==> src/rtl/mips_bus_master.sv <==
// mips_bus_master: single-outstanding load/store initiator for the MIPS core's
// memory port on an Avalon-style bus. It handles waitrequest stalls, byte-lane
// steering, byteenable generation and sign/zero extension of load data.
module mips_bus_master (
  input  logic        clk,
  input  logic        reset,
  input  logic        core_req,
  input  logic        core_we,
  input  logic [31:0] core_addr,
  input  logic [1:0]  core_size,
  input  logic        core_signed,
  input  logic [31:0] core_wdata,
  output logic        core_busy,
  output logic        core_done,
  output logic        core_err,
  output logic [31:0] core_rdata,
  output logic [31:0] address,
  output logic        write,
  output logic        read,
  input  logic        waitrequest,
  output logic [31:0] writedata,
  output logic [3:0]  byteenable,
  input  logic [31:0] readdata
);

  localparam logic [2:0] S_IDLE = 3'd0;
  localparam logic [2:0] S_BUS  = 3'd1;
  localparam logic [2:0] S_RLAT = 3'd2;
  localparam logic [2:0] S_DONE = 3'd3;
  localparam logic [2:0] S_ERR  = 3'd4;

  logic [2:0]  state;
  logic        we_q;
  logic [1:0]  size_q;
  logic        signed_q;
  logic [1:0]  off_q;

  logic        misaligned;
  logic [3:0]  req_be;
  logic [31:0] req_wd;
  logic [7:0]  sel_byte;
  logic [15:0] sel_half;
  logic [31:0] load_ext;

  // Request decode: alignment check, byteenable and lane-steered store data
  always_comb begin
    misaligned = 1'b0;
    req_be     = 4'b1111;
    req_wd     = core_wdata;
    case (core_size)
      2'b00: begin
        req_be = 4'b0001 << core_addr[1:0];
        req_wd = {4{core_wdata[7:0]}};
      end
      2'b01: begin
        misaligned = core_addr[0];
        req_be     = core_addr[1] ? 4'b1100 : 4'b0011;
        req_wd     = {2{core_wdata[15:0]}};
      end
      default: begin
        misaligned = (core_addr[1:0] != 2'b00);
      end
    endcase
  end

  // Load extraction: right-justify the addressed lane and extend it
  always_comb begin
    case (off_q)
      2'd0:    sel_byte = readdata[7:0];
      2'd1:    sel_byte = readdata[15:8];
      2'd2:    sel_byte = readdata[23:16];
      default: sel_byte = readdata[31:24];
    endcase
    sel_half = off_q[1] ? readdata[31:16] : readdata[15:0];
    case (size_q)
      2'b00:   load_ext = {{24{signed_q & sel_byte[7]}}, sel_byte};
      2'b01:   load_ext = {{16{signed_q & sel_half[15]}}, sel_half};
      default: load_ext = readdata;
    endcase
  end

  // Transfer sequencing and registered bus outputs
  always_ff @(posedge clk) begin
    if (reset) begin
      state      <= S_IDLE;
      read       <= 1'b0;
      write      <= 1'b0;
      address    <= '0;
      writedata  <= '0;
      byteenable <= '0;
      core_rdata <= '0;
      we_q       <= 1'b0;
      size_q     <= '0;
      signed_q   <= 1'b0;
      off_q      <= '0;
    end else begin
      case (state)
        S_IDLE: begin
          if (core_req) begin
            if (misaligned) begin
              state <= S_ERR;
            end else begin
              state      <= S_BUS;
              address    <= {core_addr[31:2], 2'b00};
              byteenable <= req_be;
              writedata  <= req_wd;
              write      <= core_we;
              read       <= ~core_we;
              we_q       <= core_we;
              size_q     <= core_size;
              signed_q   <= core_signed;
              off_q      <= core_addr[1:0];
            end
          end
        end
        S_BUS: begin
          if (!waitrequest) begin
            read  <= 1'b0;
            write <= 1'b0;
            state <= we_q ? S_DONE : S_RLAT;
          end
        end
        S_RLAT: begin
          core_rdata <= load_ext;
          state      <= S_DONE;
        end
        default: begin
          state <= S_IDLE;
        end
      endcase
    end
  end

  assign core_done = (state == S_DONE) || (state == S_ERR);
  assign core_err  = (state == S_ERR);
  assign core_busy = (state == S_BUS) || (state == S_RLAT) || (state == S_DONE);

endmodule

==> config.mk <==
export PLATFORM = sky130hd
export DESIGN_NAME = mips_bus_master
export DESIGN_NICKNAME = d
export VERILOG_FILES = /design/src/rtl/mips_bus_master.sv
export SDC_FILE = /design/constraint.sdc
export NUM_CORES = 1
export LEC_CHECK = 0
export ABC_AREA = 1
export BUFFER_PORTS_ARGS = -buffer_cell sky130_fd_sc_hd__buf_2
export CAP_MARGIN = 40
export CORE_MARGIN = 10
export CORE_UTILIZATION = 35
export CTS_CLUSTER_DIAMETER = 50
export DETAILED_ROUTE_END_ITERATION = 16
export SYNTH_ARGS = -nofsm -noshare
export SYNTH_HDL_FRONTEND = slang
export SYNTH_SLANG_ARGS = --single-unit
==> constraint.sdc <==
create_clock -name clk -period 3.3 [get_ports clk]
set_clock_uncertainty 0.1 [all_clocks]
set_input_delay 0.33 -clock clk [delete_from_list [all_inputs] [get_ports clk]]
set_output_delay 0.33 -clock clk [all_outputs]
set_load 0.01 [all_outputs]
==> results of run 1 <==
-- per-layer routing --
| layer | up-vias | track usage [%] | wire, um |
|---|---|---|---|
| li1 | 2732 | - | - |
| met1 | 2362 | 20.8 | 7310 |
| met2 | 198 | 26.3 | 7680 |
| met3 | 13 | 8.85 | 2060 |
| met4 | 2 | 3.75 | 193 |
| met5 | - | 0 | 12 |
-- cells in the mapped netlist --
cell type,instances
o21a_1,17
a31oi_1,1
nand3_4,1
clkbuf_1,20
nor4_1,1
nand3_1,36
nand3_2,1
inv_1,58
nand3b_1,1
buf_4,8
conb_1,1
nand4_1,1
inv_4,1
nand2_1,259
o211ai_1,7
nand2_2,2
nor2_1,31
o21ai_1,1
clkbuf_2,1
dfxtp_1,109
inv_2,5
a211oi_1,1
buf_2,15
nor2_2,2
o21ai_0,44
buf_6,3
nand2_4,1
a21oi_1,112
-- power groups by stage --
| stage | Clock, W | Combinational [W] | Sequential (W) |
|---|---|---|---|
| after detailed placement | 0 | 0.000773 | 0.00152 |
| after floorplan | 0 | 0.000443 | 0.00157 |
| after global placement | 0 | 0.000766 | 0.00152 |
| final | 0.00113 | 0.000763 | 0.00149 |
| after CTS | 0.00117 | 0.000775 | 0.00150 |
| after global routing | 0.00121 | 0.000869 | 0.00151 |
-- state kept, by name (all words and copies together), names as in the netlist, 2 cells and up --
| register | count |
|---|---|
| address | 30 |
| byteenable | 4 |
| core_rdata | 32 |
| off_q | 2 |
| size_q | 2 |
| state | 3 |
| writedata | 32 |
-- metrics by stage --
step / instance area (um2) / setup WS, ns
after global placement: 6070 / 1.15
after global routing: 6410 / 1.07
after detailed placement: 6100 / 1.08
final: 6420 / 1.32
after floorplan: 5010 / 1.89
after CTS: 6410 / 1.32
-- cell families after synthesis --
kind of cell           count (synthesis)  synth area share [%]
AO/OA/AOI/OAI                        183                  19.6
flip-flops                           109                  43.6
AND/OR/NAND/NOR                      336                  27.0
buffers and inverters                111                  9.82
other                                  1                0.0749
-- cells in the final DEF, fill, tap and decap left out, drive strengths merged --
| master | synthesis | routed |
|---|---|---|
| a211oi | 1 | 1 |
| a21oi | 112 | 112 |
| a31oi | 1 | 1 |
| buf | 26 | 214 |
| bufinv | 0 | 1 |
| clkbuf | 21 | 10 |
| conb | 1 | 2 |
| dfxtp | 109 | 109 |
| diode | 0 | 4 |
| inv | 64 | 69 |
| nand2 | 262 | 262 |
| nand3 | 38 | 38 |
| nand3b | 1 | 1 |
| nand4 | 1 | 1 |
| nor2 | 33 | 33 |
| nor4 | 1 | 1 |
| o211ai | 7 | 7 |
| o21a | 17 | 17 |
| o21ai | 45 | 45 |
-- worst max-delay path by stage --
stage	from	to	slack, ns	cells after the start
floorplan	core_size[1]	writedata[10]	1.89	10
global placement	core_size[1]	off_q[0]	1.15	8
detailed placement	core_size[1]	off_q[0]	1.08	8
CTS	state[1]	core_rdata[14]	1.32	8
global route	state[1]	core_rdata[14]	1.07	8
finish	state[1]	core_rdata[14]	1.32	8
-- layout make-up --
type                            count  area (um2)  area share [%]
Clock inverter                      6        73.8            1.15
Inverter                           64         243            3.78
Clock buffer                       10         229            3.57
Sequential cell                   109        2180            34.0
Tap cell                          180         225            3.51
Timing Repair Buffer              214        1110            17.4
Antenna cell                        4        10.0           0.156
Multi-Input combinational cell    521        2340            36.5
-- worst register-to-register path: cells and delay by family, from the launching register on --
kind / cells / cell delay, ns
AO/OA/AOI/OAI: 2 / 0.27
buffers and inverters: 3 / 0.81
flip-flops: 1 / 0.38
AND/OR/NAND/NOR: 3 / 0.30
==> metrics.cfg, run 1 <==
[critical_path]
rr_startpoint=state[1]
cp_top_family=buffers and inverters
timing.rr.end=core_rdata[14]
cp.buffers_inverters=3
worstSetupEndpointType=flop
cp_cell_sequence=inv_1 > nor2_1 > nand2_1 > buf_4 > inv_2 > o21ai_0 > nor2_1 > a21oi_1
slowest_delay_ns=0.47
rr_worst_depth=8
worstPathRequired_ns=3.42
crit_slowest_cell=inv_2
crit_fanout=35
start_kind=flop
cp.arrival_ns=2.10
r2r_slack_ns=1.32
crit_path_frequent_cell=nor2_1
crit_type=reg -> reg

[detailed_routing]
route.detailed.drc=0
first_pass_iters=5
via_per_inst=4.79
drt-total-wl_um=17300
ant_nets=0
wl_per_cell_um=15.6
vias=5307
drt_iter0_markers=359

[finish]
stdcell_count=1108
fillers=1515
syn_to_final_growth_pct=28.1
post-route-util_pct=46.1
fin_nets=1023
layout-drive-gt1-share_pct=26.2

[global_route]
grt_pass1_vias=5246
grt_max_degree=80
overflow=0
antenna_found_initial=4
grt_pass1_wl_um=27700
grtUsageTotal_pct=17.1

[sta]
hold_ws_ns=0.109
relSlewSlack_pct=44.6
fin_crit_ns=1.98
finalCritPeriodShare_pct=60.1
final.setup.tns_ns=0
final_hold_viol_count=0
drv_slew=0
setup_viol=0
tightest_slew_ns=0.831
clock.fmax_ghz=0.504
rsz0062_at_grt=no

[clocking]
path_clk_slew_ns=0.08
cts_resized=0
cts_root_buf=clkbuf_16
cts_max_level=3
postCtsSetupRepairBufs=0
clockBufferDepth=2
worstSkewPairLatency_ns=0.35
cts_tree=done
holdBufCountCts=0
cts.sinks=109
cts_made_buffers=9

[hold_path]
hold_depth=3
hold_end=address[25]
hp-start=core_addr[25]
hp-class=in -> reg

[pwr]
power.total_w=0.00339
p_switching_w=0.00107
pwr-share-clk_pct=33.4
ir_worst_vdd_v=0.000397
leakage_nw=3.25
p_per_area_mw_per_mm2=529
combPwrFrac_pct=22.5
internal_power_w=0.00232
seq_power_share_pct=44.1
switching_share_pct=31.7

[synth]
synthCells=740
ys_top_cells_by_area=dfxtp_1 (44%), nand2_1 (19%), a21oi_1 (11%), o21ai_0 (4.4%), inv_1 (4.3%)
synth_seq_cells=109
yosysUniqueCellTypes=28
synth.avg_cell_area_um2=6.77
synth-warning-count=0
yosysSeqAreaShare_pct=43.6
syn_area_mm2=0.00501
synth_top_cell_area_share_pct=43.6
yosysTopAreaCell=dfxtp_1

[floorplan]
rows=43
start_util_pct=36.0
die_h_um=140
die_w_um=140
num_io_pins=209
core_area_mm2=0.0139
dieArea_mm2=0.0195

[placed_design]
io_buffers=206
place_inst=1088
place.gp.congestion=0.854
place_hpwl_um=12900

[run_status]
status=completed

[job]
drv_cap=0

Power figures use the tool's default switching activity.
==> run 2, diff against run 1 <==
ABC_AREA = 0   (was 1)
clock period = 1.9 ns   (was 3.3 ns; I/O delays follow)
==> run 2 against run 1 <==
Net effect: flip-flop and latch count is the same; via count is 1.0% lower; worst setup slack worse by 1.2 ns; global-route usage up 0.54 points; core utilization rose by 3.1 points; wire length rose by 4.1%; cell count decreased by 8.6%; clock power is 66% higher; die area down 0.49%; synthesized cell count is 19% lower; count of clock-buffer cells in the layout grew 1; sequential power increased by 70%.
==> metrics.cfg, run 2 <==
[run_status]
status=completed

[job]
drv_cap=0

[synth]
yosysTopAreaCell=dfxtp_1
synthTopCellsByCount=nand2_1 (121), dfxtp_1 (109), a21oi_1 (85)
synthArstFlopShare_pct=0
yosysUniqueCellTypes=43
synth_most_common_cell=nand2_1
syn_area_mm2=0.00498
yosysSeqAreaShare_pct=43.8
synth_edf_count=0
synth_seq_cells=109
synth_top_cell_area_share_pct=43.8
synthFlopType=dfxtp_1
synth-warning-count=0
synth.avg_cell_area_um2=8.26
synthCells=603
ys_top_cells_by_area=dfxtp_1 (44%), nand2_1 (9.1%), a21oi_1 (8.5%), mux2i_1 (4.8%), nor2_1 (4.6%)

[clocking]
cts.sinks=109
path_clk_slew_ns=0.08
postCtsSetupRepairBufs=0
cts_max_level=3
cts_made_buffers=9
cts_tree=done
cts_root_buf=clkbuf_16
clockBufferDepth=2
worstSkewPairLatency_ns=0.35

[finish]
post-route-util_pct=49.2
stdcell_count=1013
fillers=1365
reg.largest.list=core_rdata (32), writedata (32), address (30)
layout-drive-gt1-share_pct=32.3
final_common_cell=buf_2
syn_to_final_growth_pct=37.5
fin_nets=931
final_cell_mix=buf_2 (205), nand2_1 (121), dfxtp_1 (109), a21oi_1 (85), nor2_1 (60)

[critical_path]
rr_startpoint=off_q[0]
start_kind=flop
cp_cell_sequence=mux4_2 > a21oi_2 > a311oi_1
cp.arrival_ns=1.87
crit_start=off_q[0]
slowest_delay_ns=0.56
crit_slowest_cell=dfxtp_1
crit_type=reg -> reg
worstSetupEndpointType=flop
crit_fanout=13
worstPathRequired_ns=2.01

[floorplan]
die_w_um=139
num_io_pins=209
die_h_um=139
core_area_mm2=0.0139
dieArea_mm2=0.0194
rows=43
start_util_pct=35.7

[placed_design]
place.gp.congestion=0.921
post-place-ws_ns=0.105
place_inst=964
io_buffers=206
place_hpwl_um=13500

[sta]
hold_ws_ns=0.0190
fin_crit_ns=1.76
setup_viol=0
final_hold_viol_count=0
final.setup.tns_ns=0
drv_slew=0
tightest_slew_ns=0.634
finalCritPeriodShare_pct=92.6
rsz0062_at_grt=no
clock.fmax_ghz=0.568
relSlewSlack_pct=57.7
fin_ws_ns=0.140

[detailed_routing]
wl_per_cell_um=17.7
via_per_inst=5.19
vias=5253
ant_nets=0
drt-total-wl_um=18000
first_pass_iters=5
route.detailed.drc=0
drt_iter0_markers=398

[global_route]
grt_pass1_wl_um=28300
grt_max_degree=54
grtUsageTotal_pct=17.6
grt_pass1_vias=5283
overflow=0
antenna_found_initial=1

[pwr]
leakage_nw=3.01
p_per_area_mw_per_mm2=816
ir_worst_vdd_v=0.000454

[hold_path]
hp-start=core_wdata[7]
hp-class=in -> reg

[run 2: cell types whose count changed after synthesis, sizes merged, moves of 28 or more]
| cell | delta |
|---|---|
| nand2 | -141 |
| inv | -61 |
| o21ai | -32 |
| a211oi | +35 |
| nor2 | +28 |
| nand3 | -36 |
[run 2: path summary, 6_finish.rpt]
kind / to / slack (ns) / cells past startpoint
worst max-delay path: core_rdata[10] / 0.14 / 3
worst min-delay path: writedata[7] / 0.02 / 3
worst max register to register: core_rdata[10] / 0.14 / 3
worst min register to register: address[20] / 0.35 / 2
[run 2: cell type report]
| type | count | area, um2 | area share [%] |
|---|---|---|---|
| Clock buffer | 11 | 243 | 3.54 |
| Sequential cell | 109 | 2180 | 31.9 |
| Multi-Input combinational cell | 435 | 2490 | 36.4 |
| Antenna cell | 1 | 2.50 | 0.0365 |
| Inverter | 4 | 15.0 | 0.219 |
| Timing Repair Buffer | 268 | 1640 | 24.0 |
| Clock inverter | 5 | 48.8 | 0.712 |
| Tap cell | 180 | 225 | 3.29 |
[run 2: critical path, delay by kind of cell (launching register included)]
| kind | cells | cell delay [ns] |
|---|---|---|
| AO/OA/AOI/OAI | 2 | 0.56 |
| flip-flops | 1 | 0.56 |
| multiplexers | 1 | 0.40 |
[run 2: repair_timing]
item,4_1_cts,5_1_grt
endpoints found under the setup margin,0,9
hold buffers,32,0
gates resized for setup,0,2
hold endpoints to repair,32,0
[run 2: power breakdown]
part	switching, W	internal, W
clock	0.000923	0.000959
combinational	0.000653	0.000516
sequential	0.0000962	0.00244
total	0.00167	0.00391
[run 2: logic make-up after synthesis]
kind of cell / synth area share [%]
AND/OR/NAND/NOR: 19.5
AO/OA/AOI/OAI: 24.6
flip-flops: 43.8
buffers and inverters: 6.81
multiplexers: 5.28
other: 0.0753
[run 2: stage by stage]
stage                     cell area [um2]  power, W
final                                6850   0.00559
after CTS                            6840   0.00565
after floorplan                      4980   0.00322
after global routing                 6850   0.00587
after global placement               6230   0.00368
after detailed placement             6230   0.00370
[run 2: per-layer routing]
metal  track usage [%]  vias up  part of all wire (%)
met2              29.7      196                    49
met1              20.5     2462                    42
li1                  -     2567                     -
met4              5.82        0                   1.9
met5                 0        -                     0
met3              5.95       28                   7.2
==> run 3, diff against run 2 <==
CTS_CLUSTER_SIZE = 16   (was not set)
RECOVER_POWER = 25   (was not set)
clock period = 2 ns   (was 1.9 ns; I/O delays follow)
==> run 3 against run 2 <==
Net effect: clock power about the same; core utilization fell by 0.85 points; wire length decreased by 1.7%; register-to-register slack gained 0.12 ns; critical path type is now reg -> out; largest cell class unchanged.
==> metrics.cfg, run 3 (synthesis gave the netlist of run 2 again) <==
[sta]
final_hold_viol_count=0
rsz0062_at_grt=no
tightest_slew_ns=0.578
clock.fmax_ghz=0.542
hold_ws_ns=0.00982
fin_crit_ns=1.84
final.setup.tns_ns=0
drv_slew=0
finalCritPeriodShare_pct=92.2
relSlewSlack_pct=61.3
setup_viol=0

[job]
drv_cap=0

[finish]
fillers=1397
reg.largest.list=core_rdata (32), writedata (32), address (30)
final_common_cell=buf_2
post-route-util_pct=48.3
fin_nets=922
multi_input_area_mm2=0.00249
layout-drive-gt1-share_pct=25.3
final_cell_mix=buf_2 (152), nand2_1 (121), dfxtp_1 (109), a21oi_1 (85), nor2_1 (60)
syn_to_final_growth_pct=35.1
ff_latch_area_mm2=0.00218

[global_route]
grt_pass1_wl_um=27900
antenna_found_initial=2
grtUsageTotal_pct=17.4
grt_max_degree=41
grt_pass1_vias=5173
overflow=0

[floorplan]
dieArea_mm2=0.0194
num_io_pins=209
die_h_um=139
rows=43
core_area_mm2=0.0139
start_util_pct=35.7
die_w_um=139

[critical_path]
timing.rr.end=core_rdata[9]
start_kind=flop
rr_worst_depth=3
slowest_delay_ns=0.46
crit_type=reg -> out
crit_slowest_cell=dfxtp_1
worstPathRequired_ns=1.70
cp.arrival_ns=1.54
worstSetupEndpointType=output pin
cp_cell_sequence=buf_4 > nor2_2 > and2_1 > o21bai_1 > buf_2
crit_fanout=8
rr_startpoint=off_q[0]
r2r_slack_ns=0.26

[run_status]
status=completed

[detailed_routing]
vias=5217
routed-wl-met3_um=1370
drt-met1-wl_um=7260
via_per_inst=5.20
route.detailed.drc=0
wl_per_cell_um=17.6
drt_iter0_markers=391
top_layer_used=met4
drt-total-wl_um=17700
ant_nets=0
wl_met2_um=8530
first_pass_iters=5

[clocking]
cts_root_buf=clkbuf_16
path_clk_slew_ns=0.07
cts_made_buffers=9
clockBufferDepth=2
cts_tree=done
worstSkewPairLatency_ns=0.35
postCtsSetupRepairBufs=0
cts_max_level=3
cts.sinks=109

[placed_design]
place_hpwl_um=13300
place.gp.congestion=0.893
io_buffers=206

[pwr]
leakage_nw=2.76
p_per_area_mw_per_mm2=798
ir_worst_vdd_v=0.000439

[hold_path]
hold_end=address[19]
hold_depth=3
hp-class=in -> reg
hp-start=core_addr[19]

[run 3: cell types whose count changed in the layout (fill, tap and decap cells not counted), sizes merged]
cell	previous run	this run
clkbuf	11	64
bufinv	0	2
dlygate4sd3	32	28
inv	7	3
buf	236	178
clkinv	2	3
[run 3: critical path, delay by kind of cell (launching register included)]
family | cells | cell delay (ns)
flip-flops | 1 | 0.46
AO/OA/AOI/OAI | 1 | 0.14
buffers and inverters | 2 | 0.34
AND/OR/NAND/NOR | 2 | 0.25
[run 3: timing repair]
action	in CTS	in global routing
setup endpoints to repair	0	1
hold endpoints to repair	28	0
resized for setup	0	1
hold buffers	28	0
[run 3: how the worst max path moves through the flow]
stage,start,end,slack [ns],cells after the start
after floorplan,off_q[1],core_rdata[10],0.45,3
after global placement,state[0],writedata[10],0.35,5
after detailed placement,off_q[0],core_rdata[6],0.27,5
after CTS,state[0],core_done,0.07,5
after global routing,off_q[0],core_rdata[6],0.06,5
final,state[0],core_done,0.16,5
[run 3: cell type report]
type	count	share of cell area [%]
Timing Repair Buffer	259	22.4
Antenna cell	1	0.0372
Tap cell	180	3.35
Clock buffer	11	3.46
Sequential cell	109	32.4
Clock inverter	4	1.10
Inverter	4	0.223
Multi-Input combinational cell	435	37.0
[run 3: metrics by stage]
stage / cells / setup WS [ns] / area [um2] / power, W
4_1_cts: 1002 / 0.0664 / 6790 / 0.00544
3_5_place_dp: 959 / 0.272 / 6200 / 0.00351
6_report: 1003 / 0.157 / 6730 / 0.00537
3_3_place_gp: 959 / 0.346 / 6200 / 0.00349
2_1_floorplan: 604 / 0.449 / 4980 / 0.00306
5_1_grt: 1003 / 0.0602 / 6730 / 0.00564
[run 3: per-layer routing]
layer | global-route usage, % | vias up
met2 | 28.4 | 192
met4 | 7.41 | 0
met5 | 0 | -
li1 | - | 2550
met3 | 5.10 | 34
met1 | 20.8 | 2441
[run 3: where the power goes]
part / internal, W / leakage (nW) / total, W / switching [W]
logic: 0.000462 / 1.72 / 0.00108 / 0.000614
clock network: 0.00109 / 0.150 / 0.00188 / 0.000790
registers: 0.00232 / 0.889 / 0.00241 / 0.0000939
total: 0.00387 / 2.76 / 0.00537 / 0.00150
